--- config.mk ---
export PLATFORM = sky130hd
export DESIGN_NAME = axi_rw_bridge
export DESIGN_NICKNAME = d
export VERILOG_FILES = /design/src/rtl/axi_pkg.sv /design/src/rtl/axi_lane_align.sv /design/src/rtl/axi_rw_bridge.sv
export SDC_FILE = /design/constraint.sdc
export NUM_CORES = 1
export LEC_CHECK = 0
export BUFFER_PORTS_ARGS = -buffer_cell sky130_fd_sc_hd__buf_2
export CORE_AREA = 2 2 207 209
export CTS_BUF_LIST = sky130_fd_sc_hd__clkbuf_2 sky130_fd_sc_hd__clkbuf_4 sky130_fd_sc_hd__clkbuf_8
export DETAILED_ROUTE_END_ITERATION = 16
export DIE_AREA = 0 0 209 211
export PLACE_DENSITY = 0.65
export SKIP_LAST_GASP = 1
export SLEW_MARGIN = 10
export SYNTH_ARGS = -nofsm -noshare
export SYNTH_HDL_FRONTEND = slang
export SYNTH_HIERARCHICAL = 1
export SYNTH_SLANG_ARGS = --single-unit
export TNS_END_PERCENT = 20
--- constraint.sdc ---
create_clock -name clock -period 2.2 [get_ports clock]
set_input_delay 0.11 -clock clock [delete_from_list [all_inputs] [get_ports clock]]
set_output_delay 0.11 -clock clock [all_outputs]
set_load 0.01 [all_outputs]
--- src/rtl/axi_pkg.sv ---
// Shared AXI4 constants, response/size codes and the rw bridge FSM state type.
// Used by axi_rw_bridge and axi_lane_align.
package axi_pkg;

  localparam int         AXI_ID_WIDTH   = 4;
  localparam logic [1:0] AXI_BURST_INCR = 2'b01;

  typedef enum logic [1:0] {
    OKAY   = 2'b00,
    EXOKAY = 2'b01,
    SLVERR = 2'b10,
    DECERR = 2'b11
  } axi_resp_e;

  typedef enum logic [1:0] {
    SZ_B = 2'd0,
    SZ_H = 2'd1,
    SZ_W = 2'd2,
    SZ_D = 2'd3
  } axi_size_e;

  typedef enum logic [2:0] {
    ST_IDLE    = 3'd0,
    ST_RD_ADDR = 3'd1,
    ST_RD_DATA = 3'd2,
    ST_WR_REQ  = 3'd3,
    ST_WR_RESP = 3'd4,
    ST_RESP    = 3'd5
  } rw_state_e;

  // Byte-enable pattern for an access of the given size starting at lane 0.
  function automatic logic [7:0] size_strb(input logic [1:0] size);
    logic [7:0] strb;
    strb = 8'h00;
    case (size)
      SZ_B:    strb = 8'h01;
      SZ_H:    strb = 8'h03;
      SZ_W:    strb = 8'h0F;
      default: strb = 8'hFF;
    endcase
    return strb;
  endfunction

  // Bit mask keeping only the bytes covered by an access of the given size.
  function automatic logic [63:0] size_mask(input logic [1:0] size);
    logic [63:0] mask;
    mask = '0;
    for (int b = 0; b < 8; b++) begin
      mask[8*b +: 8] = {8{size_strb(size)[b]}};
    end
    return mask;
  endfunction

endpackage

--- src/rtl/axi_lane_align.sv ---
// Combinational byte-lane alignment between a 64-bit AXI data bus and
// LSB-justified request data: store strobes/data and load extraction.
module axi_lane_align
  import axi_pkg::*;
(
  input  logic [2:0]  offset,
  input  logic [1:0]  size,
  input  logic [63:0] wdata,
  input  logic [63:0] rdata,
  output logic [7:0]  wstrb,
  output logic [63:0] wdata_lane,
  output logic [63:0] rdata_ext
);

  logic [5:0] bit_off;

  assign bit_off = {offset, 3'b000};

  // Bytes pushed past lane 7 by the shift are simply dropped.
  assign wstrb      = size_strb(size) << offset;
  assign wdata_lane = wdata << bit_off;
  assign rdata_ext  = (rdata >> bit_off) & size_mask(size);

endmodule

--- src/rtl/axi_rw_bridge.sv ---
// Single-outstanding bridge from the arbiter's rw request port to single-beat
// AXI4 reads/writes. Define AXI_RESP_CHECK_EN to report non-OKAY responses on rw_err_o.
module axi_rw_bridge
  import axi_pkg::*;
#(
  parameter int ID_W   = AXI_ID_WIDTH,
  parameter int DATA_W = 64,
  parameter int ADDR_W = 64
) (
  input  logic              clock,
  input  logic              reset,
  // rw request port
  input  logic              rw_valid_i,
  output logic              rw_ready_o,
  input  logic              rw_write_i,
  input  logic [ADDR_W-1:0] rw_addr_i,
  input  logic [1:0]        rw_size_i,
  input  logic [ID_W-1:0]   rw_id_i,
  input  logic [DATA_W-1:0] rw_wdata_i,
  output logic [ID_W-1:0]   ret_id_o,
  output logic [DATA_W-1:0] ret_rdata_o,
  output logic              rw_err_o,
  // AXI write address
  output logic              aw_valid_o,
  input  logic              aw_ready_i,
  output logic [ADDR_W-1:0] aw_addr_o,
  output logic [ID_W-1:0]   aw_id_o,
  output logic [7:0]        aw_len_o,
  output logic [2:0]        aw_size_o,
  output logic [1:0]        aw_burst_o,
  // AXI write data
  output logic              w_valid_o,
  input  logic              w_ready_i,
  output logic [DATA_W-1:0] w_data_o,
  output logic [7:0]        w_strb_o,
  output logic              w_last_o,
  // AXI write response
  input  logic              b_valid_i,
  output logic              b_ready_o,
  input  logic [ID_W-1:0]   b_id_i,
  input  logic [1:0]        b_resp_i,
  // AXI read address
  output logic              ar_valid_o,
  input  logic              ar_ready_i,
  output logic [ADDR_W-1:0] ar_addr_o,
  output logic [ID_W-1:0]   ar_id_o,
  output logic [7:0]        ar_len_o,
  output logic [2:0]        ar_size_o,
  output logic [1:0]        ar_burst_o,
  // AXI read data
  input  logic              r_valid_i,
  output logic              r_ready_o,
  input  logic [ID_W-1:0]   r_id_i,
  input  logic [1:0]        r_resp_i,
  input  logic              r_last_i,
  input  logic [DATA_W-1:0] r_data_i,
  // debug
  output logic [2:0]        dbg_state_o
);

  // Handshakes: a transfer happens on a rising edge where valid and ready are
  // both high; valid never depends on ready, and each valid stays asserted
  // until its own transfer. rw_ready_o is a one-cycle completion pulse.

  rw_state_e         state_q, state_d;
  logic [ADDR_W-1:0] addr_q;
  axi_size_e         size_q;
  logic [ID_W-1:0]   id_q;
  logic [DATA_W-1:0] wdata_q;
  logic [DATA_W-1:0] ret_rdata_q;
  logic              aw_done_q, w_done_q;
  logic              aw_fire, w_fire, rd_done, wr_done;
  logic [7:0]        wstrb;
  logic [63:0]       wdata_lane, rdata_ext;

  axi_lane_align u_align (
    .offset     (addr_q[2:0]),
    .size       (size_q),
    .wdata      (wdata_q),
    .rdata      (r_data_i),
    .wstrb      (wstrb),
    .wdata_lane (wdata_lane),
    .rdata_ext  (rdata_ext)
  );

  assign aw_fire = aw_valid_o && aw_ready_i;
  assign w_fire  = w_valid_o && w_ready_i;
  assign rd_done = (state_q == ST_RD_DATA) && r_valid_i && r_last_i;
  assign wr_done = (state_q == ST_WR_RESP) && b_valid_i;

  always_ff @(posedge clock or negedge reset) begin
    if (!reset) begin
      state_q <= ST_IDLE;
    end else begin
      state_q <= state_d;
    end
  end

  always_comb begin
    state_d = state_q;
    unique case (state_q)
      ST_IDLE:    if (rw_valid_i) state_d = rw_write_i ? ST_WR_REQ : ST_RD_ADDR;
      ST_RD_ADDR: if (ar_ready_i) state_d = ST_RD_DATA;
      ST_RD_DATA: if (r_valid_i && r_last_i) state_d = ST_RESP;
      ST_WR_REQ:  if ((aw_done_q || aw_fire) && (w_done_q || w_fire)) state_d = ST_WR_RESP;
      ST_WR_RESP: if (b_valid_i) state_d = ST_RESP;
      ST_RESP:    state_d = ST_IDLE;
      default:    state_d = ST_IDLE;
    endcase
  end

  always_ff @(posedge clock or negedge reset) begin
    if (!reset) begin
      addr_q      <= '0;
      size_q      <= SZ_B;
      id_q        <= '0;
      wdata_q     <= '0;
      aw_done_q   <= 1'b0;
      w_done_q    <= 1'b0;
      ret_rdata_q <= '0;
    end else begin
      if (state_q == ST_IDLE && rw_valid_i) begin
        addr_q    <= rw_addr_i;
        size_q    <= axi_size_e'(rw_size_i);
        id_q      <= rw_id_i;
        wdata_q   <= rw_wdata_i;
        aw_done_q <= 1'b0;
        w_done_q  <= 1'b0;
      end
      if (aw_fire) aw_done_q <= 1'b1;
      if (w_fire)  w_done_q  <= 1'b1;
      if (rd_done) ret_rdata_q <= rdata_ext;
    end
  end

`ifdef AXI_RESP_CHECK_EN
  logic err_q;

  // Cleared on each new request so a stale error never leaks into the next pulse.
  always_ff @(posedge clock or negedge reset) begin
    if (!reset) begin
      err_q <= 1'b0;
    end else if (state_q == ST_IDLE && rw_valid_i) begin
      err_q <= 1'b0;
    end else if (rd_done) begin
      err_q <= (r_resp_i != OKAY);
    end else if (wr_done) begin
      err_q <= (b_resp_i != OKAY);
    end
  end

  assign rw_err_o = (state_q == ST_RESP) && err_q;

  logic unused_ids;
  assign unused_ids = ^{r_id_i, b_id_i};
`else
  assign rw_err_o = 1'b0;

  logic unused_ids;
  assign unused_ids = ^{r_id_i, b_id_i, r_resp_i, b_resp_i};
`endif

  assign ar_valid_o = (state_q == ST_RD_ADDR);
  assign aw_valid_o = (state_q == ST_WR_REQ) && !aw_done_q;
  assign w_valid_o  = (state_q == ST_WR_REQ) && !w_done_q;
  assign r_ready_o  = (state_q == ST_RD_DATA);
  assign b_ready_o  = (state_q == ST_WR_RESP);
  assign rw_ready_o = (state_q == ST_RESP);

  assign ret_id_o    = (state_q == ST_RESP) ? id_q : '0;
  assign ret_rdata_o = ret_rdata_q;

  assign ar_addr_o  = addr_q;
  assign ar_id_o    = id_q;
  assign ar_len_o   = 8'd0;
  assign ar_size_o  = {1'b0, size_q};
  assign ar_burst_o = AXI_BURST_INCR;

  assign aw_addr_o  = addr_q;
  assign aw_id_o    = id_q;
  assign aw_len_o   = 8'd0;
  assign aw_size_o  = {1'b0, size_q};
  assign aw_burst_o = AXI_BURST_INCR;

  assign w_data_o = wdata_lane;
  assign w_strb_o = wstrb;
  assign w_last_o = 1'b1;

  assign dbg_state_o = state_q;

endmodule

* After elaboration in Yosys (flattened, before gate mapping)
Index checks and enable logic that the tools add are counted.
** Storage, ports and cells
- Register bits after elaboration :: 203
- Latch bits :: 0
- RAM bits :: 0
- ROM bits :: 0
- Output and inout bits :: 313
- Word-level logic and storage cells :: 54
- Memories kept :: 0
** Cells by class
- $add $sub $neg :: 0
- Multipliers :: 0
- Divide/modulo/power cells :: 0
- Order comparisons :: 0
- Eq/ne operators :: 12
- Shift-type cells :: 3
- Mux-type cells :: 12
- Bitwise logic cells :: 1
- Reductions and logical operators :: 18
** Operators by type and width (number)
- 64-bit AND :: 1
- 64-bit by 6-bit left shift with 64-bit output :: 1
- 64-bit by 6-bit >> shifter with 64-bit output :: 1
- 8-bit case mux with 3 select lines :: 1
- 3-bit 2-to-1 mux :: 5
- 3-bit case mux with 5 select lines :: 1
- 1-bit logical AND :: 9
- 8-bit by 3-bit left shift with 8-bit output :: 1
- 3-bit by 2-bit equality test with 1-bit output (second input constant) :: 2
- 3-bit equality test (second input constant) :: 2
- 2-bit != test (second input constant) :: 3
- 5-bit AND reduction :: 1
- 4-bit 2-to-1 mux :: 1
- 2-bit by 1-bit != test with 1-bit output (second input constant) :: 2
- 2-bit nonzero test :: 2
- 3-bit by 1-bit equality test with 1-bit output (second input constant) :: 1
- 3-bit zero test :: 1
- 1-bit 2-to-1 mux :: 3
- 2-bit by 1-bit equality test with 1-bit output (second input constant) :: 1
- 2-bit equality test (second input constant) :: 1
- 1-bit zero test :: 2
- 2-bit zero test :: 1
- 1-bit logical OR :: 2
- 2-bit 2-to-1 mux :: 1

* Logic depth before layout (Yosys ltp)
- Word-level depth :: 7
- Mapped depth :: 7
- Gate-level depth less buffers :: 4

* Modules after synthesis
The synthesis kept the hierarchy.
** By module, submodules not included
- axi_rw_bridge :: instances 1, cells an instance 837, area each 8456.9 um^2, sequential area each 5079.9 um^2
- axi_lane_align :: instances 1, cells an instance 483, area each 3495.9 um^2, sequential area each 0.0 um^2

* Least setup slack after synthesis
No wires, ideal clock.
- Path kind :: register to register
- From :: register addr_q[1] (netlist: ar_addr_o[1])
- To :: register ret_rdata_q[21] (netlist: ret_rdata_o[21])
- Arrival :: 1.667 ns
- Data required time :: 2.075 ns
- Slack :: 0.408 ns
- Cell stages (with the launch flop) :: 7
- Buffers on the path :: 2
- Clock period less this slack :: 1.792 ns
- Path through :: dfrtp_1 > buf_6 > buf_2 > mux2_2 > a22oi_1 > o31ai_1 > mux2_2
** On the way
- Longest elaborated chain between the ends :: 2
** Ends and longest elaborated chain
- start: declaration :: RTL line axi_rw_bridge.sv:66 : logic [ADDR_W-1:0] addr_q;
- start signal: assignment :: RTL line axi_rw_bridge.sv:123 : addr_q <= rw_addr_i;
- 64-bit by 6-bit >> shifter with 64-bit output :: RTL line axi_lane_align.sv:22 : assign rdata_ext = (rdata >> bit_off) & size_mask(size);
- 64-bit AND :: RTL line axi_lane_align.sv:22
- via rdata_ext[21] :: RTL line axi_rw_bridge.sv:74 : logic [63:0] wdata_lane, rdata_ext;
- end signal: assignment :: RTL line axi_rw_bridge.sv:132 : if (rd_done) ret_rdata_q <= rdata_ext;
- end: declaration :: RTL line axi_rw_bridge.sv:70 : logic [DATA_W-1:0] ret_rdata_q;
The timed path passes the listed nets, and every way through them passes these cells.
A chain may end at the register's enable or synchronous reset.

* Worst setup path after layout
- From :: register addr_q[1] (netlist: ar_addr_o[1])
- To :: output w_data_o[58]
** On the way
- Longest elaborated chain between the ends :: 1
** Ends and longest elaborated chain
- 64-bit by 6-bit left shift with 64-bit output :: RTL line axi_lane_align.sv:21 : assign wdata_lane = wdata << bit_off;
- end: declaration :: RTL line axi_rw_bridge.sv:34 : output logic [DATA_W-1:0] w_data_o,
Every way passes these cells.

==> impl_metrics.yaml <==
yosys:
  ys_warn_count: 6
  avgSynthCellArea_um2: 9.06
  ys.flop_type: "dfrtp_1"
  synth_largest_area_cell: "dfrtp_1"
  yosys.cell_count.top_type: "nand2_1"
  synthDistinctLibCells: 57
  synth_enable_flop_cells: 0
  ys_ff_latch: 203
  synth.top_cell.area_share: 0.425
  synth.area.top_cells: "dfrtp_1 42%, nand2_1 13%, mux2_2 12%"
  synth_seq_area_share: 0.425
  synthTopCellsByCount: "427 x nand2_1, 203 x dfrtp_1, 126 x mux2_2"
  async_reset_ff_frac: 1.00
  synthesis.instances: 1320
  synth_area_mm2: 0.0120
worst_hold_path:
  hold_class: "in -> async"
cts:
  cts.path.max_buffers: 3
  cts_tree: "done"
  cts_root_buf: "clkbuf_8"
  cts.sinks: 203
  clk_latency_ps: 600
  cts_buffers: 42
  cts_max_level: 2
  clkTransAtPathRegs_ps: 60
setup_path:
  ff2ff_setup_slack_ps: -50
  crit_end: "w_data_o[58]"
  crit_family: "flip-flops"
  crit_cells: 6
  crit_buf_inv: 3
  crit_required_ps: 2090
  r2r-end: "ret_rdata_o[31]"
  worst-path-max-fanout: 7
  r2r_cells: 8
  cp_slowest_cell: "dfrtp_4"
  critPathLaunchType: "flop"
  worstPathCellList: "buf_12 -> clkbuf_16 -> mux2_4 -> o22ai_1 -> nor2_1 -> buf_2"
  critPathMaxStageDelay_ps: 500
  startpoint: "ar_addr_o[1]"
  cp.arrival_ps: 2230
  end_kind: "output pin"
  r2r_start: "ar_addr_o[1]"
  worstSetupPathType: "reg -> out"
pwr:
  p_per_area_mw_per_mm2: 1530
  leakage_nw: 9.33
  p_total_mw: 27.2
  peakVddDrop_mv: 0.708
grt:
  grt_overflow_total: 0
  grt_max_degree: 65
  grt_pass1_wl_mm: 77.1
  grt_pass1_vias: 12800
  grt_antenna_before_repair: 4
  grtUsageTotal: 0.232
timing:
  fin_crit_sh: 1.06
  fmax_mhz: 428
  hold_viol: 0
  grt_setup_unrepaired: "yes"
  final.setup.worst_slack_ps: -137
  period_needed_ps: 2340
  tightest_slew_ps: 629
  setup_viol: 55
  slew_violations: 0
  slew_headroom: 0.581
  fin_skew_ps: 24.9
cells_and_area:
  area_growth_syn_to_layout_pct: 48.6
  drive_gt1_frac: 0.434
  fin_util: 0.425
  final_nets: 2154
die:
  dieHeight_um: 211
  io_pins: 533
  core-area_mm2: 0.0418
  initial_core_util: 0.286
  num_rows: 75
  die_w_um: 209
  dieArea_mm2: 0.0441
route:
  first_pass_iters: 5
  drtIter0Drc: 725
  dr_total_vias: 12200
  ant_nets: 0
  drt-total-wl_mm: 53.1
  wl_per_cell_um: 21.2
  vias_per_cell: 4.86
  drc: 0
placed_design:
  dp_hpwl_mm: 37.6
  port_buffers: 496
  gp_congestion: 0.977
run_status:
  status: "finished, violations left"
  violations: "negative setup slack"
job:
  drv_cap: 0
-- how the worst min path moves through the flow --
stage                     slack (ps)              end  cells past startpoint          from
after CTS                          4  ret_rdata_o[19]                      5  r_data_i[19]
after floorplan                 -190     ar_addr_o[0]                      0         reset
final                             50  ret_rdata_o[32]                      2         reset
after detailed placement         110  ret_rdata_o[56]                      1         reset
after global routing              50  ret_rdata_o[19]                      5  r_data_i[19]
after global placement           110  ret_rdata_o[43]                      1         reset
-- per-stage QoR --
| stage | hold slack [ps] | instances | setup slack (ps) | area [µm²] | TNS, ps |
|---|---|---|---|---|---|
| 3_3_place_gp | 113 | 2249 | 214 | 14500 | 0 |
| 3_5_place_dp | 108 | 2249 | 213 | 14500 | 0 |
| 2_1_floorplan | -186 | 1342 | 408 | 12000 | 0 |
| 6_report | 54.6 | 2511 | -137 | 17800 | -3200 |
| 4_1_cts | 3.53 | 2502 | -189 | 17400 | -8480 |
| 5_1_grt | 52.3 | 2510 | -182 | 17800 | -8250 |
-- final cells by class --
| cell class | count | area (µm²) |
|---|---|---|
| diodes | 4 | 10.0 |
| clock buffers | 63 | 817 |
| clock inverters | 15 | 138 |
| fillers | 4023 | 24000 |
| inverters | 3 | 16.3 |
| multi-input cells | 952 | 6050 |
| flip-flops and latches | 203 | 5090 |
| well taps | 539 | 674 |
| repair buffers | 732 | 4970 |
-- power by group --
part	switching, mW	internal (mW)
sequential	1.52	5.34
combinational	9.07	6.76
clock	1.90	2.63
-- layout by cell type (no fill, tap or decap), types with 9 or more instances in the layout --
| cell | Yosys | routed |
|---|---|---|
| dfrtp_1 | 203 | 198 |
| mux2_2 | 126 | 119 |
| buf_2 | 37 | 487 |
| and2_1 | 22 | 22 |
| a21oi_1 | 14 | 10 |
| mux2i_1 | 47 | 39 |
| mux2_4 | 6 | 13 |
| o22ai_2 | 0 | 11 |
| o21ai_0 | 10 | 10 |
| a211oi_1 | 11 | 11 |
| a22oi_1 | 23 | 16 |
| o22ai_1 | 42 | 30 |
| nor2b_1 | 11 | 10 |
| clkinv_2 | 0 | 9 |
| buf_6 | 12 | 12 |
| buf_12 | 3 | 14 |
| nand2_1 | 427 | 426 |
| conb_1 | 2 | 24 |
| nor3_1 | 22 | 19 |
| clkbuf_8 | 0 | 56 |
| dlygate4sd3_1 | 0 | 163 |
| nor2_1 | 87 | 83 |
| buf_4 | 101 | 50 |
-- timing repair --
item,CTS,global route
endpoints found under the hold margin,365,0
setup endpoints to repair,68,69
setup buffers,10,4
gates cloned,2,2
pin swaps,1,11
gates resized for setup,40,62
hold buffers,163,0
-- layer usage --
layer,up-vias,share of wire,global-route usage
li1,5588,-,-
met1,5823,0.38,0.259
met2,631,0.49,0.404
met3,164,0.064,0.0439
met4,0,0.065,0.158
met5,-,0,0
-- sequential cells by signal (all words and copies together), names as in the netlist --
name and cells:
aw_done_q 1, ret_rdata_o 64, ar_addr_o 64, w_done_q 1
wdata_q 64, ar_id_o 4, dbg_state_o 3, size_q 2
-- cell families after synthesis --
logic type | synth area share
simple gates | 0.210
flops | 0.425
other cells | 0.000628
buf+inv | 0.106
mux | 0.167
compound gates | 0.0901
Power figures use the tool's default switching activity.
